==> src/rtl/hazard_ctrl_pkg.sv <==
// Shared types and constants for the pipeline hazard/sequencing controller.
// Optional forwarding-aware hazard detection is selected with HAZARD_FWD_EN.
package hazard_ctrl_pkg;

  localparam int          REG_AW       = 5;
  localparam logic [4:0]  NOP_REG_ADDR = 5'd0;
  localparam int          STALL_W      = 6;

  // Stall vector bit positions
  localparam int ST_PC  = 0;
  localparam int ST_IF  = 1;
  localparam int ST_ID  = 2;
  localparam int ST_EX  = 3;
  localparam int ST_MEM = 4;
  localparam int ST_WB  = 5;

  localparam logic [STALL_W-1:0] STALL_NONE = 6'b000000;
  localparam logic [STALL_W-1:0] STALL_ID   = 6'b000111;
  localparam logic [STALL_W-1:0] STALL_EX   = 6'b001111;

  typedef enum logic [0:0] {
    S_IDLE  = 1'b0,
    S_FLUSH = 1'b1
  } state_e;

  typedef struct packed {
    logic              valid;
    logic [REG_AW-1:0] addr;
    logic              is_load;
  } slot_t;

endpackage

==> src/rtl/hazard_cmp.sv <==
// Compares one register read port against every scoreboard slot; one match bit per slot.
// With HAZARD_FWD_EN only a load sitting in slot0 (EX) can produce a match.
module hazard_cmp
  import hazard_ctrl_pkg::*;
#(
  parameter int PIPE_DEPTH = 3
) (
  input  logic                  read_i,
  input  logic [REG_AW-1:0]     addr_i,
  input  slot_t [PIPE_DEPTH-1:0] slots_i,
  output logic [PIPE_DEPTH-1:0] match_o
);

  logic [PIPE_DEPTH-1:0] w_hit;
  logic [PIPE_DEPTH-1:0] w_is_load;
  logic                  w_unused_load;

  // NOTE: every always_comb output gets a default first so no path can infer a latch.
  always_comb begin
    w_hit     = '0;
    w_is_load = '0;
    for (int i = 0; i < PIPE_DEPTH; i++) begin
      w_hit[i]     = read_i && slots_i[i].valid && (slots_i[i].addr == addr_i) &&
                     (addr_i != NOP_REG_ADDR);
      w_is_load[i] = slots_i[i].is_load;
    end
  end

`ifdef HAZARD_FWD_EN
  // MEM/WB results are forwarded; only load-use in EX cannot be covered.
  assign match_o       = {{(PIPE_DEPTH-1){1'b0}}, w_hit[0] & w_is_load[0]};
  assign w_unused_load = ^{w_hit[PIPE_DEPTH-1:1], w_is_load[PIPE_DEPTH-1:1]};
`else
  assign match_o       = w_hit;
  assign w_unused_load = ^w_is_load;
`endif

endmodule

==> src/rtl/hazard_ctrl.sv <==
// Pipeline sequencing controller: in-flight write scoreboard, stall vector, flush sequencing
// and saturating hazard-stall counter. HAZARD_FWD_EN restricts stalls to load-use hazards.
module hazard_ctrl
  import hazard_ctrl_pkg::*;
#(
  parameter int PIPE_DEPTH   = 3,
  parameter int FLUSH_CYCLES = 1,
  parameter int CNT_W        = 16
) (
  input  logic               clk,
  input  logic               rst,
  input  logic               id_reg1_read_i,
  input  logic [REG_AW-1:0]  id_reg1_addr_i,
  input  logic               id_reg2_read_i,
  input  logic [REG_AW-1:0]  id_reg2_addr_i,
  input  logic               id_wreg_i,
  input  logic [REG_AW-1:0]  id_wd_i,
  input  logic               id_is_load_i,
  input  logic               stallreq_ex_i,
  input  logic               flush_i,
  output logic [STALL_W-1:0] stall_o,
  output logic               flush_o,
  output logic [CNT_W-1:0]   hazard_cnt_o
);

  localparam int               FC_W       = (FLUSH_CYCLES > 1) ? $clog2(FLUSH_CYCLES) : 1;
  localparam logic [FC_W-1:0]  FLUSH_LOAD = FC_W'(FLUSH_CYCLES - 1);

  state_e                r_state;
  logic [FC_W-1:0]       r_flush_cnt;
  slot_t [PIPE_DEPTH-1:0] r_slot;

  slot_t                 w_id_rec;
  logic [PIPE_DEPTH-1:0] w_match1;
  logic [PIPE_DEPTH-1:0] w_match2;
  logic                  w_hazard;
  logic [STALL_W-1:0]    w_stall;

  always_comb begin
    w_id_rec.valid   = id_wreg_i && (id_wd_i != NOP_REG_ADDR);
    w_id_rec.addr    = id_wd_i;
    w_id_rec.is_load = id_is_load_i;
  end

  hazard_cmp #(.PIPE_DEPTH(PIPE_DEPTH)) u_cmp_reg1 (
    .read_i  (id_reg1_read_i),
    .addr_i  (id_reg1_addr_i),
    .slots_i (r_slot),
    .match_o (w_match1)
  );

  hazard_cmp #(.PIPE_DEPTH(PIPE_DEPTH)) u_cmp_reg2 (
    .read_i  (id_reg2_read_i),
    .addr_i  (id_reg2_addr_i),
    .slots_i (r_slot),
    .match_o (w_match2)
  );

  assign w_hazard = |{w_match1, w_match2};

  // A flush request outranks any stall raised in the same cycle.
  always_comb begin
    w_stall = STALL_NONE;
    if (r_state == S_IDLE && !flush_i) begin
      if (stallreq_ex_i) w_stall = STALL_EX;
      else if (w_hazard) w_stall = STALL_ID;
    end
  end

  assign stall_o = w_stall;

  // NOTE: sequential state uses non-blocking assignments only, so every register
  // samples the pre-edge value of its neighbours (the slot shift relies on this).
  always_ff @(posedge clk or posedge rst) begin
    if (rst) begin
      r_state      <= S_IDLE;
      r_flush_cnt  <= '0;
      flush_o      <= 1'b0;
      hazard_cnt_o <= '0;
      // NOTE: the scoreboard is reset too; a stale valid slot would stall after reset.
      r_slot       <= '0;
    end else begin
      if (w_stall == STALL_ID && hazard_cnt_o != '1)
        hazard_cnt_o <= hazard_cnt_o + 1'b1;

      case (r_state)
        S_IDLE: begin
          if (flush_i) begin
            r_state     <= S_FLUSH;
            r_flush_cnt <= FLUSH_LOAD;
            flush_o     <= 1'b1;
            r_slot      <= '0;
          end else if (w_stall[ST_EX]) begin
            // EX holds its instruction; a bubble drains into MEM.
            r_slot[1] <= '0;
            for (int i = 2; i < PIPE_DEPTH; i++) r_slot[i] <= r_slot[i-1];
          end else begin
            r_slot[0] <= w_stall[ST_ID] ? slot_t'('0) : w_id_rec;
            for (int i = 1; i < PIPE_DEPTH; i++) r_slot[i] <= r_slot[i-1];
          end
        end
        S_FLUSH: begin
          r_slot <= '0;
          if (flush_i) begin
            r_flush_cnt <= FLUSH_LOAD;
          end else if (r_flush_cnt == '0) begin
            r_state <= S_IDLE;
            flush_o <= 1'b0;
          end else begin
            r_flush_cnt <= r_flush_cnt - 1'b1;
          end
        end
        default: begin
          r_state <= S_IDLE;
          flush_o <= 1'b0;
        end
      endcase
    end
  end

endmodule

==> config.mk <==
export PLATFORM = sky130hd
export DESIGN_NAME = hazard_ctrl
export DESIGN_NICKNAME = d
export VERILOG_FILES = /design/src/rtl/hazard_ctrl_pkg.sv /design/src/rtl/hazard_cmp.sv /design/src/rtl/hazard_ctrl.sv
export SDC_FILE = /design/constraint.sdc
export NUM_CORES = 1
export LEC_CHECK = 0
export BUFFER_PORTS_ARGS = -buffer_cell sky130_fd_sc_hd__buf_2
export CAP_MARGIN = 20
export CORE_UTILIZATION = 45
export DETAILED_ROUTE_END_ITERATION = 16
export GPL_TIMING_DRIVEN = 0
export PLACE_DENSITY = 0.68
export SYNTH_ARGS = -nofsm -noshare
export SYNTH_HDL_FRONTEND = slang
export SYNTH_SLANG_ARGS = --single-unit
export TNS_END_PERCENT = 100
==> constraint.sdc <==
create_clock -name clk -period 4.9 [get_ports clk]
set_clock_uncertainty 0.15 [all_clocks]
set_input_delay 0.245 -clock clk [delete_from_list [all_inputs] [get_ports clk]]
set_output_delay 0.245 -clock clk [all_outputs]
set_load 0.01 [all_outputs]
==> out/results.ini, run 1 <==
[grt]
use_met3_pct=3.46
grt_max_degree=24
grt_util_met1_pct=26.1
grt_pass1_vias=1663
grt_busiest_layer=met2
grt_usage_pct=19.5
use_met2_pct=31.5
grt_pass1_wl_um=7560
overflow=0
antenna_found_initial=0

[pwr]
power.leakage_nw=1.30
p_per_area_nw_per_um2=250
irDropWorstVdd_uv=211

[clock_network]
cts_resized=0
cts_tree=done
clk_latency_ps=290
root_buffer=clkbuf_8
cts_buffers=5
htreeDepth=2
cts.clk_slew.worst_paths_ps=70
cts.sinks=36
cts.path.max_buffers=2

[drt]
wl_per_cell_um=14.5
viasPerCell=5.37
first_pass_iters=4
dr.first_iter.drc_count=56
drt.antenna.violating_nets=0
wl_um=4460
drc=0
vias=1654

[timing]
maxSlewViolCount=0
timing.fmax_mhz=358
setup_tns_ps=0
setup_viol=0
period_minus_slack_ps=2800
hold_viol_final=0
rsz0062_at_grt=false
max-slew-margin-rel_pct=58.8
worst_slew_pin_slew_ps=617
post-route-period-util_pct=57.0
worst_slack_ps=2100

[yosys]
syn_area_per_cell_um2=10.4
synth_top_cells_by_count=xor2_1, dfrtp_1, and3_1, nand2_1, nand3_1
synth_top_area_share_pct=42.9
synth.distinct_cells=33
synth_seq_cells=36
synth_edf_count=0
yosysTopAreaCell=dfrtp_1
async_flop_share_pct=100
syn_area_um2=2100
yosysSeqAreaShare_pct=42.9
yosys_warnings=0
synthCells=202
post-synth-top-count-cell=xor2_1
yosys-top-cells-area=dfrtp_1, xor2_1, a211oi_2
synth_ff_type=dfrtp_1

[setup_path]
cp-start-kind=register
path_class=register to output port
crit_required_ps=4510
reg2reg_from=r_slot[2]
rr_endpoint=hazard_cnt_o[1]
critPathMaxFanout=7
r2r_cells=6
endpoint_kind=output port
reg2reg_slack_ps=2620
arrival_ps=2400

[worst_hold_path]
hp-start=id_wd_i[0]
min_to=r_slot[1]
hp-class=input port to register
holdPathStages=3

[die]
dieArea_um2=4950
die_width_um=70.3
dieHeight_um=70.3
start_util_pct=47.6
num_rows=24
ios=46
core_area_um2=4410

[cells_and_area]
stdcell_count=308
layout-drive-gt1-share_pct=28.1
syn_to_final_growth_pct=20.8
nets=280
final_area_um2=2540
diodes=0

[status]
status=finished clean

[placement]
post-place-ws_ps=2370
io_buffers=42
place_hpwl_um=3410
routabilityCongestion=0.867
dp_cells=298
place_area_um2=2410

[job]
cap_violations=0

[state kept, by name, summed over array words and instances (netlist names)]
name and flops:
r_state 1, flush_o 1, hazard_cnt_o 16, r_slot 18
[worst max path at each step]
stage | from | to | slack, ps
CTS | r_slot[3] | stall_o[2] | 2090
finish | r_slot[2] | stall_o[2] | 2100
floorplan | r_slot[3] | stall_o[1] | 2720
global placement | id_reg1_addr_i[0] | stall_o[2] | 2370
detailed placement | id_reg1_addr_i[0] | stall_o[2] | 2370
global route | r_slot[3] | stall_o[2] | 1980
[placed cells by master (no fill, tap or decap), types with 2 or more instances in the layout]
cell type,synthesis,routed
nand2_1,13,13
nand2b_1,2,2
nor4_1,6,6
o21ai_0,6,6
dfrtp_1,36,36
nor2_1,5,5
and2_1,7,7
inv_1,9,9
nand4_1,2,2
buf_2,0,42
buf_6,2,2
dlygate4sd3_1,0,2
clkbuf_8,0,5
a2111oi_2,3,3
clkbuf_1,2,2
conb_1,1,2
and3_1,13,13
nand3_1,12,12
a211oi_2,9,9
ha_1,2,2
a31oi_1,6,6
a21oi_1,3,3
o21ai_1,3,3
xnor2_1,7,7
xor2_1,37,37
or4_1,3,3
buf_4,4,4
[critical path, cell delays in order (launching register included)]
cell and delay [ps]:
dfrtp_1 460, xor2_1 190, nor4_1 300, nand3_1 120, a31o_2 330, nand3b_1 280
and2_1 220, buf_4 110, buf_2 110
[cell type report]
cell class	count	area [um2]
Sequential cell	36	901
Timing Repair Buffer	45	258
Clock inverter	3	42.5
Buffer	8	60.1
Tap cell	52	65.1
Inverter	9	33.8
Multi-Input combinational cell	150	1110
Fill cell	411	1880
Clock buffer	5	68.8
[layer usage]
| metal | vias to the layer above | wire (um) |
|---|---|---|
| met4 | 0 | 74 |
| met1 | 797 | 2090 |
| met2 | 37 | 2140 |
| met5 | - | 0 |
| li1 | 812 | - |
| met3 | 8 | 161 |
[cells by family after synthesis]
kind of cell	Yosys count	synth area share [%]
AND/OR/NAND/NOR	66	17.2
XOR/XNOR	44	18.3
flip-flops	36	42.9
AO/OA/AOI/OAI	34	14.8
buffers and inverters	17	4.47
adder cells (fa/ha/maj)	2	1.19
multiplexers	2	1.01
other	1	0.179
[metrics by stage]
step	util, %	total power [mW]	hold slack, ps
final	57.5	0.634	140
after floorplan	-	0.347	126
after CTS	57.5	0.640	132
after global placement	53.9	0.372	233
after detailed placement	54.5	0.376	193
after global routing	57.5	0.659	146
[power by group]
group          leakage [nW]  total (mW)  switching (mW)  internal [mW]
registers             0.484       0.307         0.00562          0.302
logic                 0.766      0.0637          0.0363         0.0274
clock network        0.0541       0.262           0.112          0.151
[what timing repair did]
item / 4_1_cts / 5_1_grt
hold buffers: 2 / 0
setup buffers: 0 / 0
hold endpoints to repair: 14 / 0
Note: power is estimated with default switching activity, not from simulation.
==> inputs of run 2 (changes only) <==
==> constraint.sdc (replaced) <==
create_clock -name clk -period 2.7 [get_ports clk]
set_clock_uncertainty 0.15 [all_clocks]
set_input_delay 0.135 -clock clk [delete_from_list [all_inputs] [get_ports clk]]
set_output_delay 0.135 -clock clk [all_outputs]
set_load 0.01 [all_outputs]
==> out/results.ini, run 2 (synthesis results as in run 1) <==
[timing]
maxSlewViolCount=0  ; unchanged
max-slew-margin-rel_pct=58.6  ; was 58.8%
rsz0062_at_grt=false  ; unchanged
period_minus_slack_ps=2570
post-route-period-util_pct=95.2
worst_slew_pin_slew_ps=620  ; was 617 ps
setup_viol=0  ; unchanged
hold_viol_final=0  ; unchanged
timing.fmax_mhz=389
hold_ws_ps=28.9  ; was 140 ps
setup_tns_ps=0  ; unchanged

[clock_network]
htreeDepth=2  ; unchanged
cts.sinks=36  ; unchanged
cts.clk_slew.worst_paths_ps=80  ; was 70 ps
cts_tree=done  ; unchanged
clk_latency_ps=290  ; about the same
cts_buffers=5  ; unchanged
root_buffer=clkbuf_8  ; unchanged
cts.path.max_buffers=2  ; unchanged

[setup_path]
cp-start-kind=register  ; unchanged
crit_required_ps=2410  ; was 4510 ps
critPathMaxFanout=7  ; unchanged
path_class=register to output port  ; unchanged
endpoint_kind=output port  ; unchanged
arrival_ps=2290  ; was 2400 ps
reg2reg_slack_ps=460  ; was 2620 ps

[die]
start_util_pct=47.6  ; unchanged
ios=46  ; unchanged
num_rows=24  ; unchanged
core_area_um2=4410  ; unchanged
die_width_um=70.3  ; unchanged
dieArea_um2=4950  ; unchanged
dieHeight_um=70.3  ; unchanged

[drt]
drt.antenna.violating_nets=0  ; unchanged
viasPerCell=5.36  ; was 5.37
first_pass_iters=4  ; unchanged
wl_um=4520  ; was 4460 um
vias=1662  ; was 1654
dr.first_iter.drc_count=67  ; was 56
wl_per_cell_um=14.6  ; was 14.5 um
drc=0  ; unchanged

[pwr]
irDropWorstVdd_uv=383  ; was 211 uV
comb_power_share_pct=10.3  ; was 10.1%
p_per_area_nw_per_um2=449  ; was 250 nW/um2
clkPwrFrac_pct=41.3  ; was 41.4%
internal_power_mw=0.873  ; was 0.480 mW
power.leakage_nw=1.31  ; was 1.30 nW
p_sw_mw=0.280  ; was 0.154 mW
p_seq_share_pct=48.4  ; was 48.5%
swShare_pct=24.3  ; about the same

[grt]
grt_max_degree=24  ; unchanged
overflow=0  ; unchanged
grt_pass1_vias=1663  ; unchanged
antenna_found_initial=0  ; unchanged
grt_pass1_wl_um=7560  ; unchanged
grt_usage_pct=19.5  ; unchanged

[cells_and_area]
largest_register_ffs=18  ; unchanged
nets=282  ; was 280
final_common_cell=buf_2  ; unchanged
top_register=r_slot  ; unchanged
syn_to_final_growth_pct=22.2  ; was 20.8%
diodes=0  ; unchanged
layout_common_cells=buf_2, xor2_1, dfrtp_1, and3_1, nand2_1  ; unchanged
layout-drive-gt1-share_pct=29.8  ; was 28.1%
fin_util_pct=58.2  ; was 57.5%
reg.largest.list=r_slot (18), hazard_cnt_o (16)  ; unchanged

[placement]
routabilityCongestion=0.867  ; unchanged
place_hpwl_um=3410  ; unchanged
io_buffers=42  ; unchanged

[job]
cap_violations=0  ; unchanged

[status]
status=finished clean  ; unchanged

[worst_hold_path]
hp-class=input port to register  ; unchanged

## run 2: cell types whose count changed in the layout (fill, tap and decap cells not counted)
cell     delta
a31o_2      -1
a31o_4      +1
and2_1      -1
and2_4      +1
buf_4       +2
dfrtp_1     -2
dfrtp_2     +2
## run 2: final cells by class
cell class / instances / area [um2]
Tap cell: 52 / 65.1
Multi-Input combinational cell: 150 / 1120
Timing Repair Buffer: 47 / 273
Clock buffer: 5 / 68.8
Buffer: 8 / 60.1
Inverter: 9 / 33.8
Sequential cell: 36 / 903
Fill cell: 404 / 1850
Clock inverter: 3 / 42.5
## run 2: power by group through the flow
stage	Clock [mW]	Sequential, mW	Combinational, mW
4_1_cts	0.487	0.558	0.117
5_1_grt	0.508	0.560	0.132
6_report	0.476	0.558	0.119
3_3_place_gp	0	0.568	0.108
3_5_place_dp	0	0.568	0.114
2_1_floorplan	0	0.567	0.0616
## run 2: repair_timing
action,in CTS,in global routing
setup endpoints to repair,0,3
hold buffers,2,0
hold endpoints to repair,14,0
gates resized for setup,0,4
buffers inserted,0,2
## run 2: stage by stage
| stage | power (mW) | cells | setup slack (ps) | instance area [um2] |
|---|---|---|---|---|
| 2_1_floorplan | 0.629 | 203 | 633 | 2100 |
| 3_3_place_gp | 0.676 | 297 | 364 | 2380 |
| 3_5_place_dp | 0.683 | 298 | 337 | 2410 |
| 4_1_cts | 1.16 | 308 | 1.54 | 2540 |
| 5_1_grt | 1.20 | 310 | 45.1 | 2570 |
| 6_report | 1.15 | 310 | 129 | 2570 |
## run 2: worst max-delay path, cell delays in order, from the launching register on
cell and delay (ps):
dfrtp_2 440, xor2_1 170, nor4_1 310, nand3_1 140
a31o_4 300, nand3b_1 220, and2_4 200, buf_4 90
buf_2 110
## run 2: path summary, 6_finish.rpt
path                             from          endpoint  cells past startpoint
setup reg to reg            r_slot[1]   hazard_cnt_o[1]                      6
max in group asynchronous         rst         r_slot[1]                      4
hold reg to reg               r_state           flush_o                      1
hold / removal             id_wd_i[0]         r_slot[1]                      3
min in group asynchronous         rst  hazard_cnt_o[11]                      3
setup / recovery            r_slot[1]        stall_o[2]                      8
## run 2: layer usage
layer / wire length [um] / vias up / track usage (%)
met2: 2140 / 37 / 31.5
li1: - / 816 / -
met4: 75 / 0 / 7.33
met3: 151 / 8 / 3.46
met1: 2160 / 801 / 26.1
met5: 0 / - / 0
==> inputs of run 3 (changes only) <==
--- a/config.mk
+++ b/config.mk
@@ -10,7 +10,7 @@
 export CORE_UTILIZATION = 45
 export DETAILED_ROUTE_END_ITERATION = 16
 export GPL_TIMING_DRIVEN = 0
-export PLACE_DENSITY = 0.68
+export PLACE_DENSITY = 0.76
 export SYNTH_ARGS = -nofsm -noshare
 export SYNTH_HDL_FRONTEND = slang
 export SYNTH_SLANG_ARGS = --single-unit
==> out/results.ini, run 3 (synthesis results as in run 1) <==
[drt]
dr.first_iter.drc_count=90  ; was 67
drc=0  ; unchanged
viasPerCell=5.48  ; was 5.36
m1WireLength_um=2140  ; was 2160 um
highest_layer=met4  ; unchanged
wl_um=4640  ; was 4520 um
drt.antenna.violating_nets=0  ; unchanged
met2_wirelength_um=2220  ; was 2140 um
wl_per_cell_um=15.0  ; was 14.6 um
vias=1698  ; was 1662
met3_wirelength_um=189  ; was 151 um
first_pass_iters=4  ; unchanged

[cells_and_area]
diodes=0  ; unchanged
final_area_um2=2530  ; was 2570 um2
layout-drive-gt1-share_pct=28.7  ; was 29.8%
final_common_cell=buf_2  ; unchanged
syn_to_final_growth_pct=20.6  ; was 22.2%
layout_common_cells=buf_2, xor2_1, dfrtp_1, and3_1, nand2_1  ; unchanged
top_register=r_slot  ; unchanged
fin_util_pct=57.4  ; was 58.2%
largest_register_ffs=18  ; unchanged
reg.largest.list=r_slot (18), hazard_cnt_o (16)  ; unchanged
stdcell_count=310  ; unchanged
nets=283  ; was 282

[timing]
period_minus_slack_ps=2580  ; was 2570 ps
hold_viol_final=0  ; unchanged
hold_ws_ps=33.1  ; was 28.9 ps
max-slew-margin-rel_pct=60.0  ; was 58.6%
setup_viol=0  ; unchanged
post-route-period-util_pct=95.5  ; was 95.2%
worst_slew_pin_slew_ps=600  ; was 620 ps
worst_slack_ps=122  ; was 129 ps
maxSlewViolCount=0  ; unchanged
timing.fmax_mhz=388  ; was 389 MHz

[die]
dieHeight_um=70.3  ; unchanged
die_width_um=70.3  ; unchanged
start_util_pct=47.6  ; unchanged
ios=46  ; unchanged
num_rows=24  ; unchanged
core_area_um2=4410  ; unchanged
dieArea_um2=4950  ; unchanged

[setup_path]
critPathMaxFanout=7  ; unchanged
crit_required_ps=2410  ; about the same
path_class=register to output port  ; unchanged
critPathSlowestCell=dfrtp_1  ; was dfrtp_2
endpoint_kind=output port  ; unchanged
arrival_ps=2290  ; about the same
path_cells=xor2_1, nor4_1, nand3_1, a31o_2, nand3b_1, and2_1, buf_4, buf_2  ; was xor2_1, nor4_1, nand3_1, a31o_4, nand3b_1, and2_4, buf_4, buf_2
cp-start-kind=register  ; unchanged
cp_slowest_stage_delay_ps=440  ; about the same

[grt]
grt_pass1_vias=1722  ; was 1663
antenna_found_initial=0  ; unchanged
grt_pass1_wl_um=7880  ; was 7560 um
grt_usage_pct=20.3  ; was 19.5%
grt_max_degree=25  ; was 24
overflow=0  ; unchanged

[clock_network]
cts.path.max_buffers=2  ; unchanged
clk_latency_ps=280  ; was 290 ps
cts_buffers=5  ; unchanged
cts.sinks=36  ; unchanged
htreeDepth=2  ; unchanged
root_buffer=clkbuf_8  ; unchanged
cts_tree=done  ; unchanged
cts.clk_slew.worst_paths_ps=70  ; was 80 ps

[placement]
dp_cells=298  ; unchanged
post-place-ws_ps=380  ; was 337 ps
routabilityCongestion=0.855  ; was 0.867
place_hpwl_um=3440  ; was 3410 um
io_buffers=42  ; unchanged
place_area_um2=2410  ; unchanged

[pwr]
comb_power_share_pct=11.6  ; was 10.3%
clkPwrFrac_pct=34.8  ; was 41.3%
p_sw_mw=0.265  ; was 0.280 mW
irDropWorstVdd_uv=331  ; was 383 uV
power.leakage_nw=1.31  ; about the same
internal_power_mw=0.776  ; was 0.873 mW
p_per_area_nw_per_um2=411  ; was 449 nW/um2
swShare_pct=25.4  ; was 24.3%
p_seq_share_pct=53.6  ; was 48.4%

[worst_hold_path]
hp-class=input port to register  ; unchanged

[job]
cap_violations=0  ; unchanged

[status]
status=finished clean  ; unchanged

-- run 3: critical path, delay by kind of cell, from the launching register on --
family / cells / cell delay (ps)
buffers and inverters: 2 / 220
DFF: 1 / 440
and+or+nand+nor: 4 / 840
xor gates and xnor gates: 1 / 180
AOI/OAI and AO/OA: 1 / 320
-- run 3: per-layer routing --
| layer | vias up | track usage, % |
|---|---|---|
| met5 | - | 0 |
| met4 | 0 | 7.11 |
| met3 | 8 | 5.05 |
| met2 | 35 | 33.7 |
| met1 | 839 | 25.6 |
| li1 | 816 | - |
-- run 3: final cells by class --
class	count	area [um2]
buffer	8	60.1
clock buffer	6	72.6
clock inverter	1	5.00
fill	401	1880
inverter	9	33.8
multi-input combinational	150	1120
sequential	36	901
tap	52	65.1
timing repair buffer	48	280
-- run 3: final timing paths --
path	from	endpoint	slack [ps]	cells past startpoint
max reg2reg	r_slot[1]	hazard_cnt_o[1]	470	6
min	id_wd_i[0]	r_slot[1]	30	3
min reg2reg	r_state	flush_o	330	1
min in group asynchronous	rst	hazard_cnt_o[7]	310	3
max in group asynchronous	rst	r_slot[8]	1570	4
max	r_slot[3]	stall_o[1]	120	8
-- run 3: stage by stage --
stage               total power [mW]  setup TNS [ps]
floorplan                      0.629               0
global placement               0.675               0
detailed placement             0.683               0
CTS                             1.05               0
global route                    1.08           -6.70
finish                          1.04               0
-- run 3: timing repair --
item,4_1_cts,5_1_grt
endpoints found under the hold margin,13,0
hold buffers,2,0
buffers inserted,0,3
gates resized for setup,0,1
endpoints found under the setup margin,0,3
-- run 3: power by group through the flow --
stage | Combinational [mW] | Clock [mW] | Sequential (mW)
6_report | 0.121 | 0.362 | 0.558
5_1_grt | 0.134 | 0.392 | 0.559
4_1_cts | 0.117 | 0.371 | 0.558
3_5_place_dp | 0.115 | 0 | 0.568
3_3_place_gp | 0.107 | 0 | 0.568
2_1_floorplan | 0.0616 | 0 | 0.567
